[src/rtl/sd_rx_gigmac.sv]
// GMII receive side of the gigabit MAC mock-up: strips preamble/SFD, checks the
// CRC-32 FCS and hands frame bytes to the core as SOP/MOT/EOP/BADEOP codes.
module sd_rx_gigmac (
  input  logic       clk,
  input  logic       reset,
  input  logic       gmii_rx_dv,
  input  logic       gmii_rx_er,
  input  logic [7:0] gmii_rxd,
  output logic       rxg_srdy,
  input  logic       rxg_drdy,
  output logic [1:0] rxg_code,
  output logic [7:0] rxg_data
);

  localparam logic [1:0]  PCC_SOP     = 2'd0;
  localparam logic [1:0]  PCC_MOT     = 2'd1;
  localparam logic [1:0]  PCC_EOP     = 2'd2;
  localparam logic [1:0]  PCC_BADEOP  = 2'd3;
  localparam logic [7:0]  GMII_PRE    = 8'h55;
  localparam logic [7:0]  GMII_SFD    = 8'hD5;
  localparam logic [31:0] CRC_RESIDUE = 32'hC704DD7B;
  localparam logic [31:0] CRC_POLY    = 32'h04C11DB7;

  typedef enum logic [3:0] {
    S_IDLE     = 4'b0001,
    S_PREAMBLE = 4'b0010,
    S_PAYLOAD  = 4'b0100,
    S_DROP     = 4'b1000
  } state_t;

  state_t      state, state_n;
  logic [31:0] crc, crc_n;
  logic        hold_vld, hold_vld_n;
  logic [7:0]  hold_data, hold_data_n;
  logic        sop_sent, sop_sent_n;
  logic        err, err_n;
  logic        pend_bad, pend_bad_n;
  logic        srdy_n;
  logic [1:0]  code_n;
  logic [7:0]  data_n;
  logic        push, can_load, frame_ok;
  logic [1:0]  push_code;

  // MSB-first register fed LSB-first data bits: the register is the bit-mirror
  // of the usual reflected CRC, hence the C704DD7B residue.
  function automatic logic [31:0] crc_byte(input logic [31:0] c, input logic [7:0] d);
    logic [31:0] r;
    r = c;
    for (int i = 0; i < 8; i++) begin
      if (r[31] ^ d[i]) r = {r[30:0], 1'b0} ^ CRC_POLY;
      else              r = {r[30:0], 1'b0};
    end
    return r;
  endfunction

  always_comb begin
    state_n     = state;
    crc_n       = crc;
    hold_vld_n  = hold_vld;
    hold_data_n = hold_data;
    sop_sent_n  = sop_sent;
    err_n       = err;
    pend_bad_n  = pend_bad;
    srdy_n      = rxg_srdy;
    code_n      = rxg_code;
    data_n      = rxg_data;
    push        = 1'b0;
    push_code   = PCC_MOT;
    can_load    = !rxg_srdy || rxg_drdy;
    frame_ok    = can_load && !pend_bad;

    if (rxg_srdy && rxg_drdy) srdy_n = 1'b0;
    // A pending truncation marker owns the register before any new frame data.
    if (pend_bad && can_load) begin
      srdy_n     = 1'b1;
      code_n     = PCC_BADEOP;
      data_n     = 8'h00;
      pend_bad_n = 1'b0;
    end

    case (state)
      S_IDLE: begin
        if (gmii_rx_dv) state_n = (gmii_rxd == GMII_PRE) ? S_PREAMBLE : S_DROP;
      end
      S_PREAMBLE: begin
        if (!gmii_rx_dv) state_n = S_IDLE;
        else if (gmii_rxd == GMII_SFD) begin
          state_n    = S_PAYLOAD;
          hold_vld_n = 1'b0;
          sop_sent_n = 1'b0;
          crc_n      = 32'hFFFFFFFF;
          err_n      = 1'b0;
        end else if (gmii_rxd != GMII_PRE) state_n = S_DROP;
      end
      S_PAYLOAD: begin
        if (gmii_rx_dv) begin
          crc_n = crc_byte(crc, gmii_rxd);
          if (gmii_rx_er) err_n = 1'b1;
          push        = hold_vld;
          push_code   = sop_sent ? PCC_MOT : PCC_SOP;
          hold_vld_n  = 1'b1;
          hold_data_n = gmii_rxd;
        end else begin
          state_n    = S_IDLE;
          hold_vld_n = 1'b0;
          push       = hold_vld;
          push_code  = (crc == CRC_RESIDUE && !err) ? PCC_EOP : PCC_BADEOP;
        end
      end
      S_DROP: begin
        if (!gmii_rx_dv) state_n = S_IDLE;
      end
      default: state_n = S_IDLE;
    endcase

    if (push) begin
      if (frame_ok) begin
        srdy_n     = 1'b1;
        code_n     = push_code;
        data_n     = hold_data;
        sop_sent_n = 1'b1;
      end else begin
        // Overflow: silent discard before SOP, otherwise terminate with BADEOP.
        state_n    = gmii_rx_dv ? S_DROP : S_IDLE;
        hold_vld_n = 1'b0;
        if (sop_sent) pend_bad_n = 1'b1;
      end
    end
  end

  always_ff @(posedge clk or posedge reset) begin
    if (reset) begin
      state     <= S_IDLE;
      crc       <= 32'hFFFFFFFF;
      hold_vld  <= 1'b0;
      hold_data <= 8'h00;
      sop_sent  <= 1'b0;
      err       <= 1'b0;
      pend_bad  <= 1'b0;
      rxg_srdy  <= 1'b0;
      rxg_code  <= 2'd0;
      rxg_data  <= 8'h00;
    end else begin
      state     <= state_n;
      crc       <= crc_n;
      hold_vld  <= hold_vld_n;
      hold_data <= hold_data_n;
      sop_sent  <= sop_sent_n;
      err       <= err_n;
      pend_bad  <= pend_bad_n;
      rxg_srdy  <= srdy_n;
      rxg_code  <= code_n;
      rxg_data  <= data_n;
    end
  end

endmodule

[config.mk]
export PLATFORM = sky130hd
export DESIGN_NAME = sd_rx_gigmac
export DESIGN_NICKNAME = d
export VERILOG_FILES = /design/src/rtl/sd_rx_gigmac.sv
export SDC_FILE = /design/constraint.sdc
export NUM_CORES = 1
export LEC_CHECK = 0
export CORE_MARGIN = 10
export CORE_UTILIZATION = 40
export DETAILED_ROUTE_END_ITERATION = 8
export PLACE_DENSITY_LB_ADDON = 0.12
export SYNTH_ARGS = -nofsm -noshare
export SYNTH_HDL_FRONTEND = slang
export SYNTH_SLANG_ARGS = --single-unit
[constraint.sdc]
create_clock -name clk -period 1.7 [get_ports clk]
set_input_delay 0.34 -clock clk [delete_from_list [all_inputs] [get_ports clk]]
set_output_delay 0.34 -clock clk [all_outputs]
set_load 0.05 [all_outputs]
==> summary by stage, run 1 <==
Detailed routing
The total routed wirelength is 8378 um. In this run the remaining antenna-violating nets after routing total 0. After detailed routing, the number of vias per cell comes to 4.878. The DRC marker count from the first detailed-route iteration is 77. The post-route DRC violation count is 0. The detailed router placed between 2000 and 2500 vias in this run.

In the final routed layout, each cell accounts on average for about 17 um. The count of TritonRoute iterations in the first routing pass is 4.

Clocking
The cell sitting at the root of the clock tree is a clkbuf_8. The maximum buffer depth of the clock tree is 2. The post-cts hold buffer count is 0.

The source-to-sink clock delay at the later pin of the worst-skew pair is between 0.3 and 0.4 ns. In this run, CTS created clock tree buffers numbering 9. The H-tree depth is 3. Counting every sink on the clock net gives between 50 and 60.

Clock-pin slew was measured on the worst setup and hold paths at about 0.08 ns. The TritonCTS clock tree is done.

Power
The static leakage is 2.019 nW. The share of total power dissipated in combinational logic is 0.174. The share of total power dissipated in the clock network is 0.438. The switching share of power is 0.2525. The part of the total power dissipated in sequential elements is 0.388.

The worst-case IR drop observed on VDD is a little under 0.0004 V. The post-route total power is 0.003684 W. The switching power total is between 0.0009 and 0.001 W. The internal power component is approximately 0.0028 W.

For this design the ratio of total power to cell area is about 800 nW/um^2.

GRT
The global-route wire length before repair is between 10000 and 15000 um. The initial antenna violation count is 0. Entering global routing, the biggest net connects 24 pins. In the global route stage, overall resource usage came out at 0.1379.

The total overflow left after global routing is 0. The number of global-route vias before repair was 2453.

Timing
The peak clock frequency supported by timing is roughly 0.6 GHz. The time the final worst path needs with I/O delays and setup is around 1.7 ns. Setup repair after global routing could not meet its margin everywhere. The max-slew violation count is 0. The final-report setup violation count is 0. The headroom to the max-slew limit is 0.7201. The actual transition at the worst max-transition pin is ~0.42 ns. Clock skew on the completed layout was measured at around 0.01 ns. The share of the cycle needed by the critical path after routing is 0.9812. The final hold violation count is 0.

Placed design
The instance area after placement is approximately 4000 um^2. The number of buffers added on ports is 23. The half-perimeter wire length of the detailed placement result is 6003 um. At the end of routability-driven placement, the weighted congestion stood at ~0.84.

Layout
The library cells used most frequently in the layout, excluding fill and tap cells, are buf_4, dfstp_2, xnor2_1, nor2_1, nand2_1. The number of diodes added for antenna fixing is 0. The leading cell type in the layout, fill and taps excluded is buf_4. The growth of design area from synthesis to finish is 40.58%.

The design area is about 4600 um^2. The share of post-route cells with drive strength above 1 is 0.4063. The final layout contains just under 400 nets.

Worst setup path
The required time at the worst-slack endpoint is slightly below 2 ns. For this design, the slowest cell found on the critical path is dfstp_2. The data arrival time of the critical path is 1.96 ns.

The total buffers and inverters traversed by the critical path is 2. The kind of end point of the critical path is a flop. The class of the most critical setup path is flop to flop. Walking the worst path, the cells encountered are xnor2_4, buf_12, xnor2_4, buf_12, xor2_4, xor2_1, o22a_1.

The largest fanout on the critical path is 5. The peak per-stage delay on the critical path is 0.60 ns. The setup slack on the worst flop-to-flop path is ~0.032 ns. Among cell families on the critical path, the largest total delay comes from flip-flops. The element type at the critical path start is a flop.

Synth
When the netlist entered floorplanning its net count stood at around 310. The fraction of synthesized cell area taken by the top area cell type is 0.2628. The number of library cell types mapped by synthesis is between 40 and 50.

The average instance area after synthesis is 11.30 um^2. The synthesized netlist cell count is 292. Yosys attributes the largest share of cell area to dfstp_2, dfrtp_1, xnor2_1, xnor2_4, xor2_1. For this run, the number of Yosys warnings is 0. The synthesized design spends more area on one cell type than any other, namely dfstp_2. The share of async-settable or async-resettable flops after synthesis is 1.000.

The synthesized design contains 0 enable-type register cells. Of the synthesized area, sequential elements account for 0.4600. The synthesized flop and latch total is 59.

After synthesis the cells add up to about 3300 um^2. The most common flop cell mapped by yosys is dfstp_2.

Floorplanning
The chip height is 110.8 um. In this run the core area contains 33 standard-cell rows. The die footprint is 12280 um^2. For this configuration, the core starts out at a cell density of 0.4056. In this run the count of I/O pins placed on the die edge is 24. In this run the standard cell core region covers about 8000 um^2. In this run the horizontal extent of the chip is ~110 um.

Run
The number of maximum-capacitance constraint violations is 0.

Run status
The run finished with clean final reports.

Min path
The tightest min-delay check is of the input pin to flop type.
## layout make-up
type,instances,area [um^2]
clock buffer,9,123.9
clock inverter,7,123.9
fill,700,3496
inverter,4,18.77
multi-input combinational,218,1858
sequential,59,1518
tap,105,131.4
timing repair buffer,82,864.6
## path summary, 6_finish.rpt
| kind | start | end | cells after the start |
|---|---|---|---|
| max reg2reg | crc[27] | crc[26] | 7 |
| max | crc[27] | crc[26] | 7 |
| min in group asynchronous | reset | crc[10] | 2 |
| min reg2reg | hold_data[2] | hold_data[2] | 2 |
| max in group asynchronous | reset | crc[31] | 3 |
| min | gmii_rxd[6] | hold_data[6] | 3 |
## cell families after synthesis
group,after synthesis,synth area share
and+or+nand+nor,89,0.1380
xor gates and xnor gates,73,0.2643
DFF,59,0.4600
AOI/OAI and AO/OA,56,0.1153
buffers and inverters,15,0.02237
## layer usage
layer,share of wire,routed length (um),global-route usage,vias to the layer above
met4,0.017,139,0.05295,0
li1,-,-,-,1157
met5,0,0,0,-
met1,0.46,3854,0.1761,1166
met3,0.024,200,0.02706,11
met2,0.50,4184,0.2237,27
## metrics by stage
stage	std cells	util	hold slack, ns	worst slack [ns]	TNS, ns
2_1_floorplan	292	-	0.3793	0.04180	0
3_3_place_gp	454	0.4938	0.4606	-0.5214	-13.23
3_5_place_dp	454	0.4938	0.4630	-0.5229	-13.94
4_1_cts	476	0.5416	0.4557	0.0002274	0
5_1_grt	484	0.5702	0.3938	-0.04987	-0.2305
6_report	484	0.5702	0.3925	0.03198	0
## worst min-delay path, delay by kind of cell
family | cells | cell delay [ns]
buffers and inverters | 1 | 0.21
and+or+nand+nor | 2 | 0.15
## synthesized netlist by cell type (2+ instances only)
library cell and n:
buf_4 3, clkbuf_1 3, xor2_2 2, xnor2_1 35, nor4_1 2, nor4b_1 3
nand4_1 4, nand2_2 2, nand2b_1 5, a22oi_1 4, a31oi_1 5, dfrtp_1 26
xnor2_2 9, and3b_1 2, a22o_1 9, nand2_1 30, buf_2 5, xnor2_4 8
o21ai_0 3, o22a_1 6, and4b_1 2, nor2b_1 2, nor2_1 30, xor2_1 19
nor3b_1 2, inv_1 4, dfstp_2 33, a21oi_1 21
## what timing repair did
action / in CTS / in global routing
gates resized for setup: 10 / 18
buffers inserted: 6 / 7
setup endpoints to repair: 29 / 46
cloned: 0 / 1
hold endpoints to repair: 0 / 0
pin swaps: 7 / 13
## state kept, by name, summed over array words and instances (netlist names), 2 cells and up
name	cells
crc	32
hold_data	8
rxg_data	8
state	4
rxg_code	2
## power by group through the flow
stage          Sequential, W  Clock [W]  Combinational, W
6_report             0.00143    0.00161          0.000641
2_1_floorplan        0.00145          0          0.000362
3_5_place_dp         0.00145          0          0.000558
4_1_cts              0.00143    0.00165          0.000602
5_1_grt              0.00143    0.00171          0.000691
3_3_place_gp         0.00145          0          0.000559
No activity file was read; power rests on OpenSTA's default activity.
==> run 2, diff against run 1 <==
Settings changed: CORE_UTILIZATION 40 to 53.
==> summary by stage, run 2 (synthesized netlist as in run 1, its figures left out) <==
Layout
The area of all sequential standard cells is 1519 um^2 (about the same). The area taken by multi-input logic gates is 1841 um^2 (-0.94%). The flip-flop count of the largest register, all copies and words added is 32 (unchanged). The share of post-route cells with drive strength above 1 was 0.3871 (-0.01924). The number of nets in the finished design is 380 (-1.8%). The final core utilization came to 0.7368 (+0.1666).

The number of diodes added for antenna fixing came to 0 (unchanged). The growth of design area from synthesis to finish is 33.79%. In the final layout, the registers with the most flip-flops are crc (32), hold_data (8), rxg_data (8). The number of fillers in the final layout is 404 (-42%). Counting flops per register, the top entry is crc.

The top cell types in the final layout, fill and taps aside, are buf_4, xnor2_1, dfstp_2, nor2_1, nand2_1. The leading cell type in the layout, fill and taps excluded is buf_4.

Power
The worst voltage drop across the vdd grid is 0.0005059 V (+30%). The post-route total power came to 0.003521 W (-4.4%). The cell area power density came to 797.7 nW/um^2 (+0.45%). The static leakage is 1.907 nW (-5.6%).

GRT
The total congestion overflow after global routing is 0 (unchanged). The initial antenna violation count is 0 (unchanged). The number of global-route vias before repair is 2588 (+5.5%).

The global-route wire length before repair is 13350 um (-1.8%). The pin count of the biggest net entering global routing came to 60 (+150%). The overall track demand over capacity in global routing was 0.1715 (+0.03357).

Clocking
The H-tree depth is 3 (unchanged). The post-cts hold buffer count is 0 (unchanged). The source-to-sink clock delay at the later pin of the worst-skew pair is 0.34 ns (about the same). The number of sinks handled by clock tree synthesis was 59 (unchanged). The root cell of the clock tree is clkbuf_8. The number of buffers created by CTS was 9 (unchanged).

The maximum buffer depth of the clock tree is 2 (unchanged). The TritonCTS clock tree is done. The clock transition time at the flip-flop clock pins of the worst setup and hold paths was 0.07 ns (about the same).

Worst setup path
The worst setup path is launched from a flop. The critical path starts at crc[28]. The cell count of the worst reg-to-reg path is 7 (unchanged). The class of the most critical setup path is flop to flop. The kind of end point of the critical path is a flop. The required time at the worst-slack endpoint is 1.98 ns (about the same). The critical register-to-register path startpoint is crc[28]. The data arrival time of the critical path came to 2.01 ns (+0.05 ns).

The largest fanout on the critical path is 5 (unchanged).

Floorplanning
The placement row count was 28 (-15%). The total I/O pin count was 24 (unchanged). The chip height was 98.90 um (-11%). The initial standard-cell utilization of the core was 0.5508 (+0.1451).

The area of the core was 5991 um^2 (-26%). The die footprint was 9781 um^2 (-20%). The die span in x is 98.90 um (-11%).

Placed design
The weighted congestion reported at the end of routability-driven placement is 0.9034 (+7.0%). The half-perimeter wire length of the detailed placement result is 5647 um (-5.9%). The number of buffers added on ports is 23 (unchanged).

The worst slack at placement is -0.4236 ns (+0.09925 ns).

Timing
The share of the cycle needed by the critical path after routing is 1.021 (+0.03947). The clock skew came to 0.005224 ns (-0.004783 ns). Setup repair after global routing could not meet its margin everywhere.

The final-report setup violation count is 2 (+2). The headroom to the max-slew limit is 0.7364 (+0.01629). The time the final worst path needs with I/O delays and setup came to 1.735 ns (+0.06710 ns).

The actual transition at the worst max-transition pin came to 0.3900 ns (-0.02905 ns). The setup slack of the critical path after layout was -0.03511 ns (-0.06710 ns). The final hold violation count is 0 (unchanged).

The peak clock frequency supported by timing came to 0.5763 GHz (-3.9%). The max-slew violation count is 0 (unchanged).

Detailed routing
The number of nets still failing antenna checks after routing is 0 (unchanged). The post-route DRC violation count came to 0 (unchanged). The routed length per placed instance is 18.64 um (+7.7%).

The count of TritonRoute iterations in the first routing pass is 5 (+1). The total routed wirelength is 8330 um (-0.57%). The total number of vias came to 2460 (+4.2%).

The via-per-instance ratio is 5.503 (+13%). The DRC marker count from the first detailed-route iteration is 128 (+66%).

Run status
The final reports fail on negative setup slack. The flow ran to the end, but the final reports show violations.

Run
The number of maximum-capacitance constraint violations is 0 (unchanged).

Min path
The number of cells on the worst hold path is 3 (unchanged). The classification of the worst-slack hold path is input pin to flop. The beginning of the worst hold path is gmii_rxd[1].
-- run 2: cell count changes in the layout (fill, tap and decap cells not counted), sizes merged --
cell,before,now
buf,69,63
clkinv,1,3
inv,5,3
bufinv,3,2
clkbuf,10,11
clkinvlp,2,1
-- run 2: path summary, 6_finish.rpt --
kind	end	slack, ns
max	crc[26]	-0.04
min	hold_data[1]	0.38
max reg2reg	crc[26]	-0.04
min reg2reg	hold_data[3]	0.48
max in group asynchronous	crc[14]	0.97
min in group asynchronous	rxg_srdy	0.43
-- run 2: through the flow --
| stage | TNS, ns | instance area (um^2) | cells | hold WS (ns) |
|---|---|---|---|---|
| floorplan | 0 | 3303 | 292 | 0.3793 |
| global placement | -13.03 | 3946 | 423 | 0.4579 |
| detailed placement | -13.45 | 3946 | 423 | 0.4641 |
| CTS | 0 | 4307 | 443 | 0.4338 |
| global route | -0.1775 | 4414 | 447 | 0.3971 |
| finish | -0.04811 | 4414 | 447 | 0.3804 |
-- run 2: power breakdown --
part	switching (W)	total, W	internal, W
Clock	0.000571	0.00147	0.000898
Sequential	0.0000107	0.00143	0.00142
Combinational	0.000297	0.000623	0.000326
Total	0.000879	0.00352	0.00264
-- run 2: area by class of cell --
class                      instances  area share
clock buffer                      11     0.03430
clock inverter                     5     0.01701
inverter                           4    0.004252
multi-input combinational        218      0.4170
sequential                        59      0.3441
tap                               75     0.02126
timing repair buffer              75      0.1621
-- run 2: routing by layer --
layer | GRT usage | share of wire | vias to the layer above
met5 | 0 | 0 | -
met4 | 0.08490 | 0.023 | 0
met3 | 0.03212 | 0.040 | 17
met2 | 0.2781 | 0.50 | 74
met1 | 0.2132 | 0.44 | 1226
li1 | - | - | 1143
-- run 2: repair_timing --
action	4_1_cts	5_1_grt
pin swaps	6	19
resized for setup	12	11
endpoints found under the hold margin	0	0
endpoints found under the setup margin	29	26
setup buffers	4	6
-- run 2: critical path: stages, from the launching register on --
cell,delay [ns]
dfstp_2,0.58
xnor2_4,0.13
buf_12,0.15
xnor2_4,0.12
buf_12,0.16
xor2_4,0.17
xor2_1,0.18
o22a_1,0.16
==> run 3, diff against run 2 <==
Settings changed: REMOVE_ABC_BUFFERS from default to 1.
==> summary by stage, run 3 (synthesized netlist as in run 1, its figures left out) <==
Clocking
The number of sinks handled by clock tree synthesis is 59 (unchanged). The number of buffers created by CTS is 9 (unchanged). The maximum buffer depth of the clock tree is 2 (unchanged). The clock transition time at the flip-flop clock pins of the worst setup and hold paths is 0.07 ns (about the same). CTS placed an instance of clkbuf_8 at the clock tree root. The H-tree depth is 3 (unchanged). The TritonCTS clock tree is done. The source-to-sink clock delay at the later pin of the worst-skew pair came to 0.34 ns (about the same).

Layout
The number of nets in the finished design is 380 (unchanged). The leading cell type in the layout, fill and taps excluded is buf_4. More flip-flops sit in one register than any other, and that register is crc. The number of diodes added for antenna fixing is 0 (unchanged).

In the layout the commonest cells are buf_4, dfstp_2, nor2_1, nand2_1, xnor2_1. The largest registers in the layout are crc (32), hold_data (8), rxg_data (8). The area growth from synthesis to layout is 36.78%. The number of non-filler instances in the completed layout is 447 (unchanged). The share of post-route cells with drive strength above 1 is 0.4005 (+0.01344).

The flip-flop count of the largest register, all copies and words added came to 32 (unchanged).

Timing
The actual transition at the worst max-transition pin came to 0.4607 ns (+0.07075 ns). The max-slew violation count came to 0 (unchanged). The headroom to the max-slew limit came to 0.6885 (-0.04783).

The peak clock frequency supported by timing is 0.5992 GHz (+4.0%). The clock skew is 0.007483 ns (+0.002260 ns). The time the final worst path needs with I/O delays and setup is 1.669 ns (-0.06609 ns). The share of the cycle needed by the critical path after routing is 0.9818 (-0.03887). Setup repair after global routing could not meet its margin everywhere. The final hold violation count is 0 (unchanged). The final-report setup violation count is 0 (-2).

Floorplanning
The area of the core was 5991 um^2 (unchanged). The placement row count is 28 (unchanged). The die span in x is 98.90 um (unchanged). The total I/O pin count is 24 (unchanged). The initial standard-cell utilization of the core came to 0.5508 (unchanged). The die footprint was 9781 um^2 (unchanged). The chip height is 98.90 um (unchanged).

Power
The static leakage is 1.982 nW (+4.0%). The cell area power density is 813.4 nW/um^2 (+2.0%). The worst voltage drop across the vdd grid was 0.0006732 V (+33%). The post-route total power came to 0.003671 W (+4.3%).

Worst setup path
The destination of the worst register-to-register timing path is crc[6]. The setup path with the least slack is of type flop to flop. The element type at the critical path start is a flop.

The critical register-to-register path startpoint is crc[28]. The setup slack on the worst flop-to-flop path came to 0.03 ns (+0.07 ns). The cell count of the worst reg-to-reg path is 6 (-1). STA classifies the critical path endpoint as a flop. The largest fanout on the critical path came to 3 (-2). The required time at the worst-slack endpoint is 1.98 ns (about the same). The data arrival time of the critical path is 1.95 ns (-0.06 ns).

Detailed routing
The routed length on met3 is 406 um (+21%). The detailed-route wire length on metal 1 is 3583 um (-1.8%). The top layer used by detailed routing is met4.

The routed length per placed instance is 18.15 um (-2.6%). The via-per-instance ratio came to 5.369 (-2.4%). The total routed wirelength is 8113 um (-2.6%). The count of TritonRoute iterations in the first routing pass is 5 (unchanged). The detailed route wirelength on metal2 is 3931 um (-5.3%). The number of nets still failing antenna checks after routing is 0 (unchanged). The DRC marker count from the first detailed-route iteration is 139 (+8.6%). The total number of vias came to 2400 (-2.4%). The post-route DRC violation count came to 0 (unchanged).

GRT
The initial antenna violation count is 0 (unchanged). The number of global-route vias before repair is 2447 (-5.4%). The overall track demand over capacity in global routing is 0.1648 (-0.006644). The global-route wire length before repair is 12810 um (-4.0%). The pin count of the biggest net entering global routing is 42 (-30%).

The total congestion overflow after global routing is 0 (unchanged).

Run
The number of maximum-capacitance constraint violations was 0 (unchanged).

Run status
The flow ran to the end, and the final reports show no timing, DRC or antenna violations.

Placed design
The placed instance count was 415 (-1.9%). The weighted congestion reported at the end of routability-driven placement is 0.9161 (+1.4%). The half-perimeter wire length of the detailed placement result was 5461 um (-3.3%). The number of buffers added on ports is 23 (unchanged).

Min path
The tightest min-delay check is of the input pin to async pin type.
run 3: timing repair:
action / 4_1_cts / 5_1_grt
endpoints found under the setup margin: 19 / 38
pin swaps: 7 / 12
resized for setup: 9 / 25
setup buffers: 6 / 10
hold buffers: 0 / 0
cloned: 0 / 0
run 3: worst max path at each step:
stage | slack (ns) | to | depth (start not counted) | startpoint
after floorplan | -0.45 | crc[13] | 4 | state[3]
after global placement | -0.43 | crc[10] | 6 | gmii_rxd[2]
after detailed placement | -0.44 | crc[12] | 6 | gmii_rxd[6]
after CTS | -0.01 | crc[14] | 7 | gmii_rxd[1]
after global routing | -0.07 | crc[26] | 7 | crc[28]
final | 0.03 | crc[6] | 6 | crc[28]
run 3: critical path, cell delays in order, from the launching register on:
cell     delay, ns
dfstp_2       0.60
xnor2_4       0.14
buf_4         0.18
xor2_4        0.21
xnor2_2       0.16
xnor2_1       0.15
o22a_1        0.17
run 3: through the flow:
step	TNS (ns)	cell area, um^2	util	hold WS, ns	setup slack [ns]
floorplan	-12.91	3241	-	0.3793	-0.4483
global placement	-12.39	3870	0.6460	0.4578	-0.4289
detailed placement	-12.74	3870	0.6460	0.4663	-0.4381
CTS	-0.02297	4247	0.7089	0.3578	-0.01498
global route	-0.2507	4513	0.7533	0.3609	-0.06908
finish	0	4513	0.7533	0.3496	0.03097
run 3: report_power, final:
| group | switching, W | total [W] | internal (W) |
|---|---|---|---|
| logic | 0.000306 | 0.000673 | 0.000367 |
| registers | 0.0000122 | 0.00143 | 0.00142 |
| clock network | 0.000558 | 0.00157 | 0.00101 |
run 3: layout make-up:
type	count	area, um^2
multi-input combinational	218	1903
sequential	59	1518
fill	373	1478
timing repair buffer	75	742.0
clock buffer	11	141.4
clock inverter	5	100.1
tap	75	93.84
inverter	4	15.01
run 3: per-layer routing:
layer | vias to the layer above | GRT usage
met3 | 12 | 0.04330
met2 | 59 | 0.2490
met4 | 0 | 0.08159
met5 | - | 0
li1 | 1143 | -
met1 | 1186 | 0.2128
